==> src/rtl/mem_io_ctrl_if.sv <==
`default_nettype none
// ============================================================================
// Module      : mem_io_ctrl_if
// Description : Requester-side bus between the CPU control FSM / datapath and
//               the memory/I-O controller. The master modport is the CPU
//               side, the slave modport is the controller side.
// Signals     : mem_cmd    2       00 none, 01 read, 10 write, 11 illegal
//               mem_addr   ADDR_W  transaction address
//               write_data DATA_W  write data
//               read_data  DATA_W  registered read result
//               mem_ready  1       one-cycle completion pulse
//               bus_err    1       one-cycle error pulse
// Revision    : 1.0 - initial release
// ============================================================================
interface mem_io_ctrl_if #(
    parameter int ADDR_W = 9,
    parameter int DATA_W = 16
);
    logic [1:0]        mem_cmd;
    logic [ADDR_W-1:0] mem_addr;
    logic [DATA_W-1:0] write_data;
    logic [DATA_W-1:0] read_data;
    logic              mem_ready;
    logic              bus_err;

    modport master (
        output mem_cmd,
        output mem_addr,
        output write_data,
        input  read_data,
        input  mem_ready,
        input  bus_err
    );

    modport slave (
        input  mem_cmd,
        input  mem_addr,
        input  write_data,
        output read_data,
        output mem_ready,
        output bus_err
    );
endinterface
`default_nettype wire

==> src/rtl/mem_io_ctrl.sv <==
`default_nettype none
// ============================================================================
// Module      : mem_io_ctrl
// Description : Memory/I-O controller. Latches a read or write command from
//               the CPU, sequences a 1-cycle synchronous-read RAM access or a
//               memory-mapped LED/switch access over WAIT_CYCLES+1 ACCESS
//               cycles, and completes with a one-cycle mem_ready pulse.
// Ports       : clk        in   rising-edge clock
//               rst_n      in   asynchronous active-low reset
//               bus        --   requester bus (slave modport)
//               ram_addr   out  RAM address (low bits of the address)
//               ram_we     out  RAM write enable (first ACCESS cycle only)
//               ram_wdata  out  RAM write data
//               ram_rdata  in   RAM read data, valid 1 cycle after ram_addr
//               sw_in      in   asynchronous switch inputs
//               led_out    out  LED register
// Revision    : 1.0 - initial release
// ============================================================================
module mem_io_ctrl #(
    parameter int                ADDR_W      = 9,
    parameter int                DATA_W      = 16,
    parameter int                WAIT_CYCLES = 0,
    parameter logic [ADDR_W-1:0] LED_ADDR    = 9'h100,
    parameter logic [ADDR_W-1:0] SW_ADDR     = 9'h140
) (
    input  wire logic              clk,
    input  wire logic              rst_n,
    mem_io_ctrl_if.slave           bus,
    output logic [ADDR_W-2:0]      ram_addr,
    output logic                   ram_we,
    output logic [DATA_W-1:0]      ram_wdata,
    input  wire logic [DATA_W-1:0] ram_rdata,
    input  wire logic [7:0]        sw_in,
    output logic [7:0]             led_out
);

    localparam logic [1:0] c_cmd_read    = 2'b01;
    localparam logic [1:0] c_cmd_write   = 2'b10;
    localparam logic [1:0] c_cmd_illegal = 2'b11;
    localparam logic [3:0] c_wait        = 4'(WAIT_CYCLES);

    typedef enum logic [1:0] {
        ST_IDLE   = 2'd0,
        ST_ACCESS = 2'd1,
        ST_DONE   = 2'd2
    } state_t;

    state_t              r_state;
    state_t              w_state_next;
    logic                w_accept;
    logic                w_illegal;
    logic                w_finish;

    logic [1:0]          r_cmd;
    logic [ADDR_W-1:0]   r_addr;
    logic [DATA_W-1:0]   r_data;
    logic [3:0]          r_cnt;
    logic [DATA_W-1:0]   r_read_data;
    logic                r_bus_err;
    logic [7:0]          r_led;
    logic [7:0]          r_sw_meta;
    logic [7:0]          r_sw_sync;

    logic                w_is_ram;
    logic                w_is_led;
    logic                w_is_sw;
    logic                w_is_unmapped;
    logic                w_is_write;

    // Decode always works on the latched address and command.
    assign w_is_ram      = (r_addr < LED_ADDR);
    assign w_is_led      = (r_addr == LED_ADDR);
    assign w_is_sw       = (r_addr == SW_ADDR);
    assign w_is_unmapped = !(w_is_ram || w_is_led || w_is_sw);
    assign w_is_write    = (r_cmd == c_cmd_write);

    // ------------------------------------------------------------------
    // Control FSM: state register
    // ------------------------------------------------------------------
    always_ff @(posedge clk or negedge rst_n) begin
        if (!rst_n) begin
            r_state <= ST_IDLE;
        end else begin
            r_state <= w_state_next;
        end
    end

    // ------------------------------------------------------------------
    // Control FSM: next state and transition strobes
    // ------------------------------------------------------------------
    always_comb begin
        w_state_next = r_state;
        w_accept     = 1'b0;
        w_illegal    = 1'b0;
        w_finish     = 1'b0;
        case (r_state)
            ST_IDLE: begin
                if (bus.mem_cmd == c_cmd_read || bus.mem_cmd == c_cmd_write) begin
                    w_accept     = 1'b1;
                    w_state_next = ST_ACCESS;
                end else if (bus.mem_cmd == c_cmd_illegal) begin
                    w_illegal    = 1'b1;
                end
            end
            ST_ACCESS: begin
                if (r_cnt == 4'd0) begin
                    w_finish     = 1'b1;
                    w_state_next = ST_DONE;
                end
            end
            ST_DONE: begin
                w_state_next = ST_IDLE;
            end
            default: begin
                w_state_next = ST_IDLE;
            end
        endcase
    end

    // ------------------------------------------------------------------
    // Command latch and wait counter
    // ------------------------------------------------------------------
    always_ff @(posedge clk or negedge rst_n) begin
        if (!rst_n) begin
            r_cmd  <= 2'b00;
            r_addr <= '0;
            r_data <= '0;
            r_cnt  <= 4'd0;
        end else if (w_accept) begin
            r_cmd  <= bus.mem_cmd;
            r_addr <= bus.mem_addr;
            r_data <= bus.write_data;
            r_cnt  <= c_wait;
        end else if (r_state == ST_ACCESS && r_cnt != 4'd0) begin
            r_cnt  <= r_cnt - 4'd1;
        end
    end

    // ------------------------------------------------------------------
    // Completion: read data capture, LED update and error pulse
    // ------------------------------------------------------------------
    always_ff @(posedge clk or negedge rst_n) begin
        if (!rst_n) begin
            r_read_data <= '0;
            r_led       <= 8'h00;
            r_bus_err   <= 1'b0;
        end else begin
            // Illegal commands flag in the next cycle; unmapped accesses
            // flag together with mem_ready in the DONE cycle.
            r_bus_err <= w_illegal || (w_finish && w_is_unmapped);
            if (w_finish) begin
                if (w_is_write) begin
                    if (w_is_led) begin
                        r_led <= r_data[7:0];
                    end
                end else begin
                    if (w_is_ram) begin
                        r_read_data <= ram_rdata;
                    end else if (w_is_led) begin
                        r_read_data <= DATA_W'(r_led);
                    end else if (w_is_sw) begin
                        r_read_data <= DATA_W'(r_sw_sync);
                    end else begin
                        r_read_data <= '0;
                    end
                end
            end
        end
    end

    // Two-flop synchronizer for the asynchronous switch inputs.
    always_ff @(posedge clk or negedge rst_n) begin
        if (!rst_n) begin
            r_sw_meta <= 8'h00;
            r_sw_sync <= 8'h00;
        end else begin
            r_sw_meta <= sw_in;
            r_sw_sync <= r_sw_meta;
        end
    end

    // ------------------------------------------------------------------
    // RAM port
    // ------------------------------------------------------------------
    // The incoming address is presented in the accepting IDLE cycle so the
    // synchronous-read RAM has its data ready inside the first ACCESS cycle;
    // this keeps reads correct even with zero wait states.
    assign ram_addr  = w_accept ? bus.mem_addr[ADDR_W-2:0] : r_addr[ADDR_W-2:0];
    assign ram_wdata = r_data;
    // First ACCESS cycle is the one where the counter still holds its load
    // value; ram_we is purely state-derived so reset removes it at once.
    assign ram_we    = (r_state == ST_ACCESS) && (r_cnt == c_wait) &&
                       w_is_write && w_is_ram;

    assign bus.read_data = r_read_data;
    assign bus.mem_ready = (r_state == ST_DONE);
    assign bus.bus_err   = r_bus_err;
    assign led_out       = r_led;

endmodule
`default_nettype wire
==> src/flat_wrapper.sv <==
// flat-port wrapper written by rule: the top's interface ports become plain ports
module mem_io_ctrl_flat 
#(
    parameter int                ADDR_W      = 9,
    parameter int                DATA_W      = 16,
    parameter int                WAIT_CYCLES = 0,
    parameter logic [ADDR_W-1:0] LED_ADDR    = 9'h100,
    parameter logic [ADDR_W-1:0] SW_ADDR     = 9'h140
)
  (clk, rst_n, ram_addr, ram_we, ram_wdata, ram_rdata, sw_in, led_out, bus_mem_cmd, bus_mem_addr, bus_write_data, bus_read_data, bus_mem_ready, bus_bus_err);
  mem_io_ctrl_if #(.ADDR_W(ADDR_W), .DATA_W(DATA_W)) bus_i ();
  input  wire logic clk;
  input  wire logic rst_n;
  output logic [ADDR_W-2:0] ram_addr;
  output logic ram_we;
  output logic [DATA_W-1:0] ram_wdata;
  input  wire logic [DATA_W-1:0] ram_rdata;
  input  wire logic [7:0] sw_in;
  output logic [7:0] led_out;
  input wire logic [$bits(bus_i.mem_cmd)-1:0] bus_mem_cmd;
  input wire logic [$bits(bus_i.mem_addr)-1:0] bus_mem_addr;
  input wire logic [$bits(bus_i.write_data)-1:0] bus_write_data;
  output wire logic [$bits(bus_i.read_data)-1:0] bus_read_data;
  output wire logic [$bits(bus_i.mem_ready)-1:0] bus_mem_ready;
  output wire logic [$bits(bus_i.bus_err)-1:0] bus_bus_err;
  assign bus_i.mem_cmd = bus_mem_cmd;
  assign bus_i.mem_addr = bus_mem_addr;
  assign bus_i.write_data = bus_write_data;
  assign bus_read_data = bus_i.read_data;
  assign bus_mem_ready = bus_i.mem_ready;
  assign bus_bus_err = bus_i.bus_err;
  mem_io_ctrl #(.ADDR_W(ADDR_W), .DATA_W(DATA_W), .WAIT_CYCLES(WAIT_CYCLES), .LED_ADDR(LED_ADDR), .SW_ADDR(SW_ADDR)) u_core (.clk(clk), .rst_n(rst_n), .bus(bus_i), .ram_addr(ram_addr), .ram_we(ram_we), .ram_wdata(ram_wdata), .ram_rdata(ram_rdata), .sw_in(sw_in), .led_out(led_out));
endmodule
==> config.mk <==
export PLATFORM = sky130hd
export DESIGN_NAME = mem_io_ctrl_flat
export DESIGN_NICKNAME = d
export VERILOG_FILES = /design/src/rtl/mem_io_ctrl_if.sv /design/src/rtl/mem_io_ctrl.sv /design/src/flat_wrapper.sv
export SDC_FILE = /design/constraint.sdc
export NUM_CORES = 1
export LEC_CHECK = 0
export ABC_AREA = 1
export CAP_MARGIN = 30
export CORE_AREA = 2 2 110 70
export CTS_CLUSTER_SIZE = 10
export DETAILED_ROUTE_END_ITERATION = 8
export DIE_AREA = 0 0 112 72
export PLACE_DENSITY_LB_ADDON = 0.15
export SYNTH_ARGS = -nofsm -noshare
export SYNTH_HDL_FRONTEND = slang
export SYNTH_SLANG_ARGS = --single-unit
export TNS_END_PERCENT = 50
==> constraint.sdc <==
create_clock -name clk -period 3.6 [get_ports clk]
set_clock_uncertainty 0.1 [all_clocks]
set_input_delay 0.72 -clock clk [delete_from_list [all_inputs] [get_ports clk]]
set_output_delay 0.72 -clock clk [all_outputs]
set_load 0.01 [all_outputs]
### Word level (Yosys, flattened, before mapping)

Index checks and enable logic that the tools add are counted.

| storage, ports and cells | value |
|---|---|
| bits in read-only memories | 0 |
| memories kept | 0 |
| bits in latches | 0 |
| flip-flop bits (word level) | 74 |
| bits in writable memories | 0 |
| logic and storage cells | 56 |
| output and inout bits | 51 |
| input bits | 53 |

| operators by class | value |
|---|---|
| magnitude comparators | 1 |
| reduce and logical (&&, ||, !) cells | 17 |
| $add $sub $neg | 1 |
| divide/modulo/power cells | 0 |
| bitwise gates (word level) | 1 |
| mux-type cells | 16 |
| shift-type cells | 0 |
| equality and inequality tests | 10 |
| $mul | 0 |

Operators by type and width:

| kind | number |
|---|---|
| two-way mux 16 bit | 2 |
| == test 9 bit (second input constant) | 2 |
| two-way mux 8 bit | 2 |
| less-than comparator 9 bit (second input constant) | 1 |
| == test 2 bit (second input constant) | 4 |
| two-way mux 4 bit | 2 |
| two-way mux 1 bit | 7 |
| logical AND 1 bit | 5 |
| == test 2 x 1 -> 1 bit (second input constant) | 2 |
| zero test 4 bit | 1 |
| logical OR 1 bit | 4 |
| two-way mux 2 bit | 2 |
| != test 2 x 1 -> 1 bit (second input constant) | 2 |
| case mux 2 bit (2 select lines) | 1 |
| AND reduction 2 bit | 2 |
| nonzero test 4 bit | 1 |
| subtractor 4 x 1 -> 4 bit (second input constant) | 1 |
| AND reduction 3 bit | 1 |
| zero test 2 bit | 1 |
| nonzero test 2 bit | 1 |
| zero test 1 bit | 1 |
| inverter 1 bit | 1 |

### Logic depth before layout (Yosys ltp)

| depth | value |
|---|---|
| word-level depth | 6 |
| mapped depth | 10 |
| depth with buffers taken out | 9 |

### Least setup slack after synthesis

OpenSTA, ideal clock, no wires.

| timing path | value |
|---|---|
| path kind | input-to-output |
| from | input port bus_mem_cmd[0] |
| to | output port ram_addr[0] |
| stages | 6 |
| slack | 1177 ps |
| data arrival time | 1603 ps |
| required time | 2780 ps |
| buffers on the path | 2 |
| path through | ha_1 -> nand2_1 -> buf_2 -> buf_2 -> nand2_1 -> nand2_1 |

| between the ends | value |
|---|---|
| cells in the longest elaborated chain, start to end | 5 |
| elaborated cells on any way between the ends | 6 |
| those cells by class | eq/ne: 2; mux: 3; reduce/logical: 1 |

RTL lines:

| item | RTL line | source |
|---|---|---|
| start, declared | flat_wrapper.sv:20 | `input wire logic [$bits(bus_i.mem_cmd)-1:0] bus_mem_cmd;` |
| == test 2 x 1 -> 1 bit / == test 2 bit (equally long branches) | mem_io_ctrl.sv:98 | `if (bus.mem_cmd == c_cmd_read \|\| bus.mem_cmd == c_cmd_write) begin` |
| logical OR 1 bit * | mem_io_ctrl.sv:98 |  |
| two-way mux 1 bit * | mem_io_ctrl.sv:98 |  |
| two-way mux 1 bit * | mem_io_ctrl.sv:96 | `case (r_state)` |
| two-way mux 8 bit * | mem_io_ctrl.sv:188 | `assign ram_addr = w_accept ? bus.mem_addr[ADDR_W-2:0] : r_addr[ADDR_W-2:0];` |
| end, declared | flat_wrapper.sv:14 | `output logic [ADDR_W-2:0] ram_addr;` |

Every way passes the cells marked *; elsewhere a longest branch is shown, timed or not.

### Worst setup path in the final report

| timing path | value |
|---|---|
| from | input port bus_mem_cmd[0] |
| to | output port ram_addr[5] |

The elaborated chain is that of the path after synthesis.

==> out/metrics.cfg <==
[placement]
pre_cts_slack_ps=191
dp_hpwl_mm=5.20
place.gp.congestion=0.770
dp_cells=525
placed_cell_area_um2=4180
port_buffers=103

[finish]
drive_gt1_frac=0.107
fin_area_um2=4480
final_cell_mix=104 x nand2_1, 102 x clkdlybuf4s50_1, 74 x dfrtp_1, 39 x inv_1, 29 x nand3_1
diodes=0
num-nets-final=502
postLayoutCoreUtil=0.637
final_common_cell=nand2_1
final.fill_count=616
fin_cells=541
syn2layout_area_growth_pct=45.1

[sta]
fmax_mhz=294
grt_setup_unrepaired=false
period_needed_ps=3400
setup_viol=0
drv_slew=0
fin_setup_tns_ps=0
hold_viol=0
finalHoldWorstSlack_ps=84.1
relSlewSlack=0.556
timing.final.crit_share=0.946
tightest_slew_ps=665
setup_ws_ps=195

[power_and_ir_drop]
power_mw=3.27
power_frac_comb=0.373
p_int_mw=2.16
ir_drop_mv=0.349
swShare=0.340
p_leak_nw=2.17
p_sw_mw=1.11
clock_power_share=0.245
power_density_nw_per_um2=732
pwr-share-seq=0.382

[yosys]
syn_nets=397
yosysSeqAreaShare=0.600
synth_seq_cells=74
syn_area_um2=3080
synth_top_area_cell=dfrtp_1
synthTopCellsByArea=dfrtp_1 60%, nand2_1 13%, inv_1 4.7%
netlist.area_leader.share=0.600
syn_inst=341
avgSynthCellArea_um2=9.04
ys_types=24
yosys_warnings=0

[floorplanning]
start_util=0.439
fp.dieH_um=72
ios=104
dieArea_um2=8060
core_area_um2=7030
dieWidth_um=112
num_rows=24

[hold_path]
hold_class=in2async

[route]
via_per_inst=4.64
wl_mm=7.34
vias=2509
drtAntennaViolNets=0
drt_iter0_drc=94
drt_first_pass_iters=4
drc_errors=0
wl_per_cell_um=13.6

[worst_setup_path]
ff2ff_setup_slack_ps=1590
worst_r2r_path_depth=9
critical_path_class=in2out
critPathArrivalTime_ps=2580
r2r_end=u_core.bus.read_data[3]$_DFFE_PN0P_
cpLargestDelayFamily=buffers and inverters
critPathMaxStageDelay_ps=570
path_cells=clkdlybuf4s50_1 > ha_1 > nand2_1 > inv_2 > nand2_1 > o21ai_1 > clkdlybuf4s50_1
critPathBufInv=3
cp_slowest_cell=clkdlybuf4s50_1
required_ps=2780
r2r-start=u_core.r_cnt[0]$_DFFE_PN0P_
path_max_fanout=21
end_kind=output port
start_kind=primary input

[clocking]
ctsHoldBuffers=0
cts_tree=built
post_cts_resized=0
insertion_delay_ps=330
htreeDepth=3
clock_path_buffers=2
cts.sinks=74
cts_buffers=9
clkTransAtPathRegs_ps=50
clockRootBuffer=clkbuf_16
post_cts_buffers=0

[global_routing]
grt_pass1_wl_mm=12.2
overflow=0
grt_pass1_vias=2471
antenna_found_initial=0
grt_max_degree=75
gr-usage-all-layers=0.196

[status]
outcome=finished, final reports clean

[job]
maxCapViolCount=0

[kinds of logic after synthesis]
family                   Yosys count  share of synthesized area
buffers and inverters             59                     0.0791
AO/OA/AOI/OAI                     33                     0.0637
adder cells (fa/ha/maj)            3                     0.0122
AND/OR/NAND/NOR                  172                      0.245
flip-flops                        74                      0.600
[flip-flops by register name, summed over array words and instances, names as in the netlist]
| register | flops |
|---|---|
| u_core.r_addr | 9 |
| u_core.led_out | 8 |
| u_core.ram_wdata | 16 |
| u_core.r_cmd | 2 |
| u_core.r_state | 2 |
| u_core.r_cnt | 4 |
| u_core.r_sw_sync | 8 |
| u_core.bus.bus_err | 1 |
| u_core.r_sw_meta | 8 |
| u_core.bus.read_data | 16 |
[worst max path at each step]
stage	start	endpoint	slack, ps	cells after the start
CTS	bus_mem_cmd[0]	ram_addr[5]	180	7
finish	bus_mem_cmd[0]	ram_addr[5]	200	7
detailed placement	bus_mem_cmd[0]	ram_addr[5]	190	7
global placement	bus_mem_cmd[0]	ram_addr[5]	260	7
floorplan	bus_mem_cmd[0]	ram_addr[0]	1180	6
global route	bus_mem_cmd[1]	ram_addr[5]	30	7
[synth_stat cells]
library cell	n
nand2_1	104
dfrtp_1	74
nor2_2	5
nand3_4	1
a21oi_1	1
ha_1	3
buf_2	6
buf_4	2
nand3_1	29
nor2_8	1
o22ai_1	1
o21ai_0	1
nor3_1	2
o21ai_1	22
inv_2	7
nor2_4	1
inv_1	39
nand3b_1	1
buf_6	1
o21ai_2	8
clkbuf_1	4
nand3_2	1
nor2_1	23
nand2_2	4
[power by group through the flow]
stage | combinational, mW | clock [mW] | sequential [mW]
global route | 1.35 | 0.853 | 1.28
floorplan | 0.548 | 0 | 1.30
detailed placement | 1.23 | 0 | 1.26
CTS | 1.24 | 0.823 | 1.25
global placement | 1.21 | 0 | 1.26
finish | 1.22 | 0.801 | 1.25
[cell type report]
cell class | count | area [µm²] | share of cell area
Inverter | 46 | 173 | 0.0386
Clock buffer | 10 | 239 | 0.0534
Clock inverter | 5 | 31.3 | 0.00699
Sequential cell | 74 | 1850 | 0.414
Multi-Input combinational cell | 208 | 988 | 0.221
Tap cell | 91 | 114 | 0.0254
Timing Repair Buffer | 107 | 1080 | 0.241
[metal layers]
layer	global-route usage	part of all wire
met1	0.251	0.45
met2	0.320	0.47
met3	0.0677	0.067
met4	0.0596	0.0091
met5	0	0
Note: power is estimated with default switching activity, not from simulation.
